===== config.mk =====
export PLATFORM = sky130hd
export DESIGN_NAME = tx_lane_scheduler
export DESIGN_NICKNAME = d
export VERILOG_FILES = /design/src/rtl/pprx_pkg.sv /design/src/rtl/rr_arbiter4.sv /design/src/rtl/tx_lane_scheduler.sv
export SDC_FILE = /design/constraint.sdc
export NUM_CORES = 1
export LEC_CHECK = 0
export BUFFER_PORTS_ARGS = -buffer_cell sky130_fd_sc_hd__buf_2
export CAP_MARGIN = 20
export CELL_PAD_IN_SITES_DETAIL_PLACEMENT = 0
export CELL_PAD_IN_SITES_GLOBAL_PLACEMENT = 2
export CORE_MARGIN = 2
export CORE_UTILIZATION = 31
export CTS_CLUSTER_DIAMETER = 60
export DETAILED_ROUTE_END_ITERATION = 7
export HOLD_SLACK_MARGIN = 0.15
export PLACE_DENSITY = 0.86
export SYNTH_ARGS = -nofsm -noshare
export SYNTH_HDL_FRONTEND = slang
export SYNTH_HIERARCHICAL = 1
export SYNTH_SLANG_ARGS = --single-unit
export TNS_END_PERCENT = 10

===== constraint.sdc =====
create_clock -name clk_4f -period 8.45 [get_ports clk_4f]
set_input_delay 0.4225 -clock clk_4f [delete_from_list [all_inputs] [get_ports clk_4f]]
set_output_delay 0.4225 -clock clk_4f [all_outputs]
set_load 0.02 [all_outputs]

===== src/rtl/pprx_pkg.sv =====
// Shared types and constants for the TX lane scheduler.
package pprx_pkg;

  localparam int unsigned NUM_LANES = 4;
  localparam int unsigned LANE_W    = 2;
  localparam int unsigned BYTE_W    = 8;
  localparam int unsigned SYNC_W    = 3;
  localparam int unsigned CNT_W     = 16;

  localparam logic [BYTE_W-1:0] IDLE_BYTE_DEF = 8'hBC;

  typedef enum logic [1:0] {
    ST_OFF  = 2'd0,
    ST_SYNC = 2'd1,
    ST_RUN  = 2'd2
  } state_e;

  // One output beat toward the serializer.
  typedef struct packed {
    logic [BYTE_W-1:0] data;
    logic              valid;
    logic [LANE_W-1:0] lane;
  } beat_t;

  // Lane index k positions after base, wrapping over the four lanes.
  function automatic logic [LANE_W-1:0] lane_after(input logic [LANE_W-1:0] base,
                                                   input int unsigned k);
    return LANE_W'(base + LANE_W'(k));
  endfunction

endpackage


===== src/rtl/rr_arbiter4.sv =====
// Four-way round-robin arbiter: search starts at the lane after ptr.
module rr_arbiter4
  import pprx_pkg::*;
(
  input  logic [NUM_LANES-1:0] req,
  input  logic [LANE_W-1:0]    ptr,
  output logic [NUM_LANES-1:0] gnt,
  output logic [LANE_W-1:0]    idx,
  output logic                 any
);

  // Walk lanes ptr+1 .. ptr+4; first requester wins, lane ptr itself is last.
  always_comb begin
    logic [LANE_W-1:0] cand;
    gnt  = '0;
    idx  = '0;
    any  = 1'b0;
    cand = '0;
    for (int unsigned k = 1; k <= NUM_LANES; k++) begin
      cand = lane_after(ptr, k);
      if (!any && req[cand]) begin
        any       = 1'b1;
        gnt[cand] = 1'b1;
        idx       = cand;
      end
    end
  end

endmodule


===== src/rtl/tx_lane_scheduler.sv =====
// Round-robin byte scheduler: merges four lanes into one serializer byte stream
// after a short idle-byte sync preamble.
module tx_lane_scheduler
  import pprx_pkg::*;
#(
  parameter logic [7:0]  IDLE_BYTE   = IDLE_BYTE_DEF,
  parameter int unsigned INIT_CYCLES = 4
) (
  input  logic       clk_4f,
  input  logic       reset,
  input  logic       enable,
  input  logic [3:0] lane_mask,
  input  logic [7:0] data_0p,
  input  logic [7:0] data_1p,
  input  logic [7:0] data_2p,
  input  logic [7:0] data_3p,
  input  logic       valid_0p,
  input  logic       valid_1p,
  input  logic       valid_2p,
  input  logic       valid_3p,
  output logic       ready_0p,
  output logic       ready_1p,
  output logic       ready_2p,
  output logic       ready_3p,
  output logic [7:0] data_out,
  output logic       valid_out,
  output logic [1:0] lane_sel,
  output logic       active
);

  localparam logic [SYNC_W-1:0] SYNC_LAST = SYNC_W'(INIT_CYCLES - 1);
  localparam logic [LANE_W-1:0] PTR_RST   = LANE_W'(NUM_LANES - 1);

  state_e               state_q, state_d;
  logic [SYNC_W-1:0]    sync_cnt_q;
  logic [LANE_W-1:0]    ptr_q;
  logic [CNT_W-1:0]     sent_count_q;

  logic [BYTE_W-1:0]    lane_data [NUM_LANES];
  logic [NUM_LANES-1:0] valid_vec;
  logic [NUM_LANES-1:0] arb_req;
  logic [NUM_LANES-1:0] arb_gnt;
  logic [LANE_W-1:0]    arb_idx;
  logic                 arb_any;

  logic [NUM_LANES-1:0] ready_vec;
  logic                 xfer;
  beat_t                beat_d;

  assign lane_data[0] = data_0p;
  assign lane_data[1] = data_1p;
  assign lane_data[2] = data_2p;
  assign lane_data[3] = data_3p;
  assign valid_vec    = {valid_3p, valid_2p, valid_1p, valid_0p};

  // Only RUN with enable held high may grant; mask gates lanes the same cycle.
  assign arb_req = (state_q == ST_RUN && enable) ? (valid_vec & lane_mask) : '0;

  rr_arbiter4 u_arb (
    .req (arb_req),
    .ptr (ptr_q),
    .gnt (arb_gnt),
    .idx (arb_idx),
    .any (arb_any)
  );

  // State register.
  always_ff @(posedge clk_4f or posedge reset) begin
    if (reset) state_q <= ST_OFF;
    else       state_q <= state_d;
  end

  // Next-state logic: enable low always returns to OFF.
  always_comb begin
    state_d = state_q;
    case (state_q)
      ST_OFF:  if (enable) state_d = ST_SYNC;
      ST_SYNC: begin
        if (!enable)                     state_d = ST_OFF;
        else if (sync_cnt_q == SYNC_LAST) state_d = ST_RUN;
      end
      ST_RUN:  if (!enable) state_d = ST_OFF;
      default: state_d = ST_OFF;
    endcase
  end

  // Output logic: grant lines and the beat to be registered this edge.
  always_comb begin
    ready_vec = '0;
    xfer      = 1'b0;
    beat_d    = '{data: IDLE_BYTE, valid: 1'b0, lane: lane_sel};
    if (arb_any) begin
      ready_vec = arb_gnt;
      xfer      = 1'b1;
      beat_d    = '{data: lane_data[arb_idx], valid: 1'b1, lane: arb_idx};
    end
  end

  assign ready_0p = ready_vec[0];
  assign ready_1p = ready_vec[1];
  assign ready_2p = ready_vec[2];
  assign ready_3p = ready_vec[3];

  // SYNC dwell counter: cleared on entry, counts only while in SYNC.
  always_ff @(posedge clk_4f or posedge reset) begin
    if (reset) begin
      sync_cnt_q <= '0;
    end else if (state_q != ST_SYNC && state_d == ST_SYNC) begin
      sync_cnt_q <= '0;
    end else if (state_q == ST_SYNC) begin
      sync_cnt_q <= SYNC_W'(sync_cnt_q + SYNC_W'(1));
    end
  end

  // Registered outputs, round-robin pointer and debug transfer count.
  always_ff @(posedge clk_4f or posedge reset) begin
    if (reset) begin
      data_out     <= IDLE_BYTE;
      valid_out    <= 1'b0;
      lane_sel     <= '0;
      active       <= 1'b0;
      ptr_q        <= PTR_RST;
      sent_count_q <= '0;
    end else begin
      data_out  <= beat_d.data;
      valid_out <= beat_d.valid;
      lane_sel  <= beat_d.lane;
      active    <= (state_d == ST_RUN);
      if (xfer) begin
        ptr_q        <= arb_idx;
        sent_count_q <= CNT_W'(sent_count_q + CNT_W'(1));
      end
    end
  end

endmodule


; After elaboration in Yosys (flattened, before gate mapping)
; Index checks and enable logic that the tools add are counted.
[totals]
inputBits = 43
reg_bits = 19
output_inout_bits = 16
word_cells = 87
[classes]
addsub = 4
reduce_logical = 14
n_mux = 42
n_eq_ne = 6
bitwise = 5
magnitude_cmp = 9
[ops]
columns = cell, count
row1 = $mux W4, 6
row2 = $bmux W8 S2, 1
row3 = $mux W2, 8
row4 = $mux W8, 2
row5 = $mux W1, 13
row6 = $lt A2 B3 Y1 const B, 4
row7 = $or A4 B4 Y4, 3
row8 = $mux W11, 1
row9 = $logic_and A1 B1 Y1, 9
row10 = $bmux W1 S2, 4
row11 = $demux W1 S2, 4
row12 = $ge A2 B1 Y1 const B, 4
row13 = $mux W3, 2
row14 = $pmux W2 S3, 1
row15 = $add A2 B2 Y2 const B, 2
row16 = $and A4 B4 Y4, 1
row17 = $eq A2 B1 Y1 const B, 2
row18 = $eq A2 B2 Y1 const B, 2
row19 = $add A3 B1 Y3 const B, 1
row20 = $eq A3 B2 Y1 const B, 1
row21 = $ge A3 B3 Y1 const B, 1
row22 = $logic_not A1 Y1, 3
row23 = $not A2 Y3, 1
row24 = $add A2 B1 Y2 const B, 1
row25 = other kinds (3), 3

; Logic depth before layout (Yosys ltp)
; Gate-level depths: netlist (run 1).
[depth]
depth_word = 20
ltp_mapped = 11
ltp_nobuf = 9

; Cells and area by module
; The synthesis (run 1) kept the hierarchy.
[modules_own_cells]
columns = module, n_inst, area_per_inst_um2, seq_area_each_um2, cells_each
row1 = tx_lane_scheduler, 1, 954.7, 484.2, 77
row2 = rr_arbiter4, 1, 525.5, 0.0, 68

; Worst setup path before layout (run 1)
; Ideal clock, no wire load.
[synth_path]
path_type = in2reg
startpoint = input enable
endpoint = register data_out[5]
arrival_ps = 2731
stages = 11
slack_ps = 5635
path_buffers = 2
setup_time_ps = 84
required_ps = 8366
path_cell_list = and3b_1 > and3_1 > buf_6 > mux4_2 > a21oi_2 > nor3_1 > nor2_2 > o31a_1 > buf_6 > mux4_2 > nand2b_1
[synth_rtl]
columns = element, line
row1 = "start, declared", tx_lane_scheduler.sv:11  ; input logic enable,
row2 = "end signal, assigned", tx_lane_scheduler.sv:125  ; data_out <= beat_d.data;
row3 = "end, declared", tx_lane_scheduler.sv:25  ; output logic [7:0] data_out,

==> results.ini, run 1 <==
[clock_network]
cts_tree = built
htree_levels = 1
ctsResizeCount = 0
cts_setup_buffers = 0
numCtsBuffers = 3
ctsRootBufferMaster = clkbuf_8
clk_pin_slew_ns = 0.07
cts_sinks = 19
cts_hold_buffers = 0
clock_latency_ns = 0.25
clock_tree.buffer_depth = 2

[route]
drt_pass1_iterations = 4
vias = 1261
drc = 0
ant_nets = 0
wl_per_cell_um = 13.7
vias_per_cell = 4.95
drt_wl_total_mm = 3.49
drt_iter0_markers = 51

[floorplanning]
die_w_um = 73.1
initial_core_util_pct = 31.8
io_pins = 59
die_area_sq_um = 5340
core_area_sq_um = 4660
fp.dieH_um = 73.1
rows = 25

[cells_and_area]
antenna_cells = 0
stdcell_count = 255
drive_gt1_share_pct = 39.3
nets = 255
n_fill_cell = 474
areaGrowthSynthToFinish_pct = 23.4

[synth]
ys_ff_latch = 19
yosysWarnings = 6
synth-edff-count = 0
synth_cells = 145
synth.area.top_cells = dfrtp_1 (20%), dfstp_2 (12%), ha_1 (8.5%)
synthAdderAreaFrac_pct = 8.45
synth_largest_area_cell = dfrtp_1
synth_top_family_by_area = compound AO/OA/AOI/OAI gates
synth.net_count = 198
netlist.area_leader.share_pct = 20.3
muxShareOfSynthArea_pct = 16.6
netlist_top_cells_count = nand2_1 (14), dfrtp_1 (12), inv_1 (11)
ys_types = 44
synth-simple-area-share_pct = 16.1
async_reset_ff_share_pct = 100
synth_compound_area_share_pct = 19.3
synth.avg_cell_area_sq_um = 10.2
synth_flop_cell = dfrtp_1
synthesis.area_sq_um = 1480
seq_area_frac_synth_pct = 32.7
synthXorXnorAreaFrac_pct = 0
synth.most_common_cell = nand2_1

[worst_setup_path]
critPathMaxStageDelay_ns = 0.66
cp-end-kind = flop
path_class = flop to flop
cp_slowest_cell = o31a_1
r2r_cells = 9
crit_required_ns = 8.62
r2r-end = data_out[2]
cp_max_fo = 12
crit_chain = and3b_1 > and3_1 > or3b_1 > o21ai_1 > a21oi_1 > o22ai_2 > o31a_1 > mux4_1 > nand2b_1
startpoint_type = flop
r2r_slack_ns = 5.03
r2r_start = state_q[0]
cp.arrival_ns = 3.59

[grt]
grt_use_total_pct = 12.2
grt_pass1_wl_mm = 5.11
grt_pass1_vias = 1071
antenna_found_initial = 0
grt_overflow = 0
grt_start_max_net_pins = 20

[place]
placedCellCount = 251
finalWeightedCongestion = 0.761
port_buffers = 58
dp_hpwl_mm = 2.71

[outcome]
status = finished, final reports clean

[sta]
skew_ns = 0.00256
maxSlewViolCount = 0
relSlewSlack_pct = 50.9
min_period_ns = 3.42
period_share_pct = 40.4
rsz0062_at_grt = no
worst_slew_pin_slew_ns = 0.736
finalHoldWorstSlack_ns = 0.270
max_clock_freq_ghz = 0.293
final.setup.tns_ns = 0
setup_viol = 0
hold_viol = 0

[job]
cap_violations = 0

[pwr]
total_power_uw = 405
powerDensity_nw_per_um2 = 222
leakage_nw = 0.867
vdd.ir_drop.worst_uv = 88.1

[min_path]
hold_path.class = input port to async pin

cell type report:
cell class / instances / area [sq um] / area share (%)
flip-flops and latches: 19 / 484 / 26.5
inverters: 12 / 45.0 / 2.47
clock buffers: 4 / 45.0 / 2.47
repair buffers: 58 / 290 / 15.9
multi-input cells: 108 / 895 / 49.0
well taps: 54 / 67.6 / 3.70
flip-flops by register name, indices dropped and copies added, names as in the netlist:
name        count
ptr_q           2
lane_sel        2
valid_out       1
data_out        8
active          1
sync_cnt_q      3
state_q         2
through the flow:
| stage | utilization [%] | setup WS [ns] | cell area, sq um |
|---|---|---|---|
| after CTS | 39.2 | 5.01 | 1830 |
| after global routing | 39.2 | 4.78 | 1830 |
| after global placement | 38.2 | 5.04 | 1780 |
| after detailed placement | 38.2 | 4.98 | 1780 |
| final | 39.2 | 5.03 | 1830 |
| after floorplan | - | 5.63 | 1480 |
report_power, final:
part	total (mW)	internal, mW	switching (mW)
sequential	0.143	0.113	0.0296
clock	0.0620	0.0335	0.0285
combinational	0.200	0.0938	0.106
layout by cell type, fill, tap and decap left out, types with 5 or more instances in the layout:
master     n
dfstp_2    7
nor2_1     5
inv_1     11
buf_2     58
o21ai_0    6
dfrtp_1   12
mux2i_1    8
nand2_1   14
nand2b_1   9
ha_1      10
o21ai_1    5
how the worst max path moves through the flow:
stage	slack [ns]	start	to
floorplan	5.63	enable	data_out[5]
global placement	5.04	enable	data_out[2]
detailed placement	4.98	enable	data_out[2]
CTS	5.01	state_q[0]	data_out[2]
global route	4.78	state_q[0]	data_out[2]
finish	5.03	state_q[0]	data_out[2]
critical path: cells and delay by family, from the launching register on:
family | cells | cell delay (ns)
AND/OR/NAND/NOR | 4 | 1.17
AO/OA/AOI/OAI | 4 | 1.10
multiplexers | 1 | 0.62
flip-flops | 1 | 0.44
kinds of logic after synthesis:
logic type | Yosys count
compound gates | 38
buf+inv | 18
fa+ha+maj | 10
simple gates | 45
mux | 15
flops | 19
layer usage:
metal / global-route usage, % / vias to the layer above / part of all wire, %
met2: 18.3 / 28 / 49
li1: - / 642 / -
met5: 0 / - / 0
met1: 18.0 / 589 / 47
met3: 2.62 / 2 / 3.9
met4: 2.47 / 0 / 0.49
Power figures use the tool's default switching activity.
==> inputs of run 2 (changes only) <==
CORE_UTILIZATION = 28   (was 31)
PLACE_DENSITY = 0.79   (was 0.86)
clock period = 3.2 ns   (was 8.45 ns; I/O delays follow)
==> run 2 against run 1 <==
Effect of this change: combinational power grew to 2.8 times the previous value; global-route usage increased by 0.48 points; final cell count grew 9.0%; first-iteration DRC count is 25% lower; setup slack got worse by 4.8 ns; sequential power rose to 2.5 times the previous value.
==> results.ini, run 2 (same netlist as run 1, synthesis figures left out) <==
[grt]
grt_pass1_wl_mm = 6.11  ; was 5.11 mm
grt_pass1_vias = 1267  ; was 1071
grt_overflow = 0  ; unchanged
grt_start_max_net_pins = 20  ; unchanged
antenna_found_initial = 0  ; unchanged
grt_use_total_pct = 12.7  ; was 12.2%

[route]
ant_nets = 0  ; unchanged
drc = 0  ; unchanged
drt_pass1_iterations = 4  ; unchanged
vias_per_cell = 4.73  ; was 4.95
drt_iter0_markers = 38  ; was 51
wl_per_cell_um = 13.4  ; was 13.7 um
vias = 1314  ; was 1261
drt_wl_total_mm = 3.73  ; was 3.49 mm

[worst_setup_path]
critPathMaxStageDelay_ns = 0.66  ; about the same
cp.arrival_ns = 2.77  ; was 3.59 ns
cp-end-kind = primary output  ; was flop
r2r_start = state_q[0]  ; unchanged
crit_buf_inv = 2  ; was 0
crit_chain = inv_1 > ha_1 > mux2i_4 > o21ai_1 > a221o_1 > and2_1 > buf_2  ; was and3b_1 > and3_1 > or3b_1 > o21ai_1 > a21oi_1 > o22ai_2 > o31a_1 > mux4_1 > nand2b_1
cp_slowest_cell = dfstp_2  ; was o31a_1
path_delay_family = flip-flops  ; was simple AND/OR/NAND/NOR gates
crit_required_ns = 3.04  ; was 8.62 ns
cp_max_fo = 11  ; was 12
startpoint_type = flop  ; unchanged
path_class = flop to primary output  ; was flop to flop
crit_start = ptr_q[1]  ; was state_q[0]

[job]
cap_violations = 0  ; unchanged

[cells_and_area]
top_register = data_out  ; unchanged
final_common_cell = buf_2  ; unchanged
stdcell_count = 278  ; was 255
areaGrowthSynthToFinish_pct = 28.6  ; was 23.4%
nets = 262  ; was 255
n_fill_cell = 530  ; was 474
largest_reg_flops = 8  ; unchanged
drive_gt1_share_pct = 41.3  ; was 39.3%
biggestRegsByFlops = data_out x8, sync_cnt_q x3  ; unchanged
final_core_util_pct = 37.3  ; was 39.2%
antenna_cells = 0  ; unchanged
mostFrequentLayoutCells = buf_2 (58), nand2_1 (14), dfrtp_1 (12)  ; unchanged

[floorplanning]
die_w_um = 76.7  ; was 73.1 um
rows = 26  ; was 25
fp.dieH_um = 76.7  ; was 73.1 um
core_area_sq_um = 5110  ; was 4660 sq um
die_area_sq_um = 5880  ; was 5340 sq um
io_pins = 59  ; unchanged
initial_core_util_pct = 29.0  ; was 31.8%

[place]
finalWeightedCongestion = 0.801  ; was 0.761
placedCellCount = 273  ; was 251
dp_hpwl_mm = 2.88  ; was 2.71 mm
port_buffers = 58  ; unchanged

[sta]
setup_viol = 0  ; unchanged
maxSlewViolCount = 0  ; unchanged
hold_viol = 0  ; unchanged
max_clock_freq_ghz = 0.341
relSlewSlack_pct = 52.7  ; was 50.9%
final.setup.tns_ns = 0  ; unchanged
skew_ns = 0.00252  ; was 0.00256 ns
rsz0062_at_grt = no  ; unchanged
worst_slew_pin_slew_ns = 0.709  ; was 0.736 ns
min_period_ns = 2.93
period_share_pct = 91.6

[clock_network]
clock_tree.buffer_depth = 2  ; unchanged
cts_setup_buffers = 0  ; unchanged
clk_pin_slew_ns = 0.07  ; about the same
cts_sinks = 19  ; unchanged
htree_levels = 1  ; unchanged
cts_tree = built  ; unchanged
ctsRootBufferMaster = clkbuf_8  ; unchanged
numCtsBuffers = 3  ; unchanged
clock_latency_ns = 0.25  ; about the same

[pwr]
vdd.ir_drop.worst_uv = 196  ; was 88.1 uV
leakage_nw = 0.903  ; was 0.867 nW
powerDensity_nw_per_um2 = 572  ; was 222 nW/um^2

[min_path]
hold_path_startpoint = data_0p[6]
hold_path.class = input port to flop  ; was input port to async pin

[outcome]
status = finished, final reports clean  ; unchanged

[run 2: changes by cell type in the layout (fill, tap and decap cells not counted), sizes merged]
cell | previous run | this run
dlygate4sd3 | 0 | 1
buf | 58 | 64
[run 2: per-stage QoR]
| stage | hold slack, ns | setup slack [ns] | power (mW) | area (sq um) |
|---|---|---|---|---|
| floorplan | 0.106 | 0.397 | 0.826 | 1480 |
| global placement | 0.301 | 0.228 | 0.935 | 1850 |
| detailed placement | 0.308 | 0.149 | 0.930 | 1850 |
| CTS | 0.170 | 0.144 | 1.10 | 1900 |
| global route | 0.193 | 0.0863 | 1.19 | 1900 |
| finish | 0.180 | 0.268 | 1.09 | 1900 |
[run 2: layer usage]
layer	track usage (%)	up-vias	wire, um
li1	-	655	-
met1	16.1	613	1670
met2	22.3	46	1850
met3	2.59	0	205
met4	2.55	0	0
met5	0	-	0
[run 2: cell type report]
cell class / count / area [sq um] / area share [%]
multi-input combinational: 108 / 896 / 47.1
sequential: 19 / 484 / 25.4
timing repair buffer: 65 / 345 / 18.1
tap: 70 / 87.6 / 4.60
clock buffer: 4 / 45.0 / 2.37
inverter: 12 / 45.0 / 2.37
[run 2: final timing paths]
| kind | endpoint | slack [ns] | depth (start not counted) |
|---|---|---|---|
| setup / recovery | ready_3p | 0.27 | 7 |
| hold / removal | data_out[6] | 0.18 | 3 |
| setup reg to reg | data_out[2] | 0.28 | 9 |
| hold reg to reg | sync_cnt_q[2] | 0.50 | 1 |
| max in group asynchronous | sync_cnt_q[1] | 2.19 | 3 |
| min in group asynchronous | data_out[0] | 0.57 | 3 |
[run 2: repair_timing]
action                     4_1_cts  5_1_grt
gates resized for setup          0        1
hold buffers                     1        0
setup endpoints to repair        0        2
hold endpoints to repair        12        0
[run 2: worst min-delay path: cells and delay by family]
family,cells,cell delay [ns]
compound gates,1,0.10
buf+inv,1,0.07
mux,1,0.05
[run 2: where the power goes]
part	switching, mW	total (mW)	internal, mW
registers	0.0633	0.362	0.299
clock network	0.0731	0.161	0.0882
logic	0.299	0.565	0.266
total	0.435	1.09	0.653
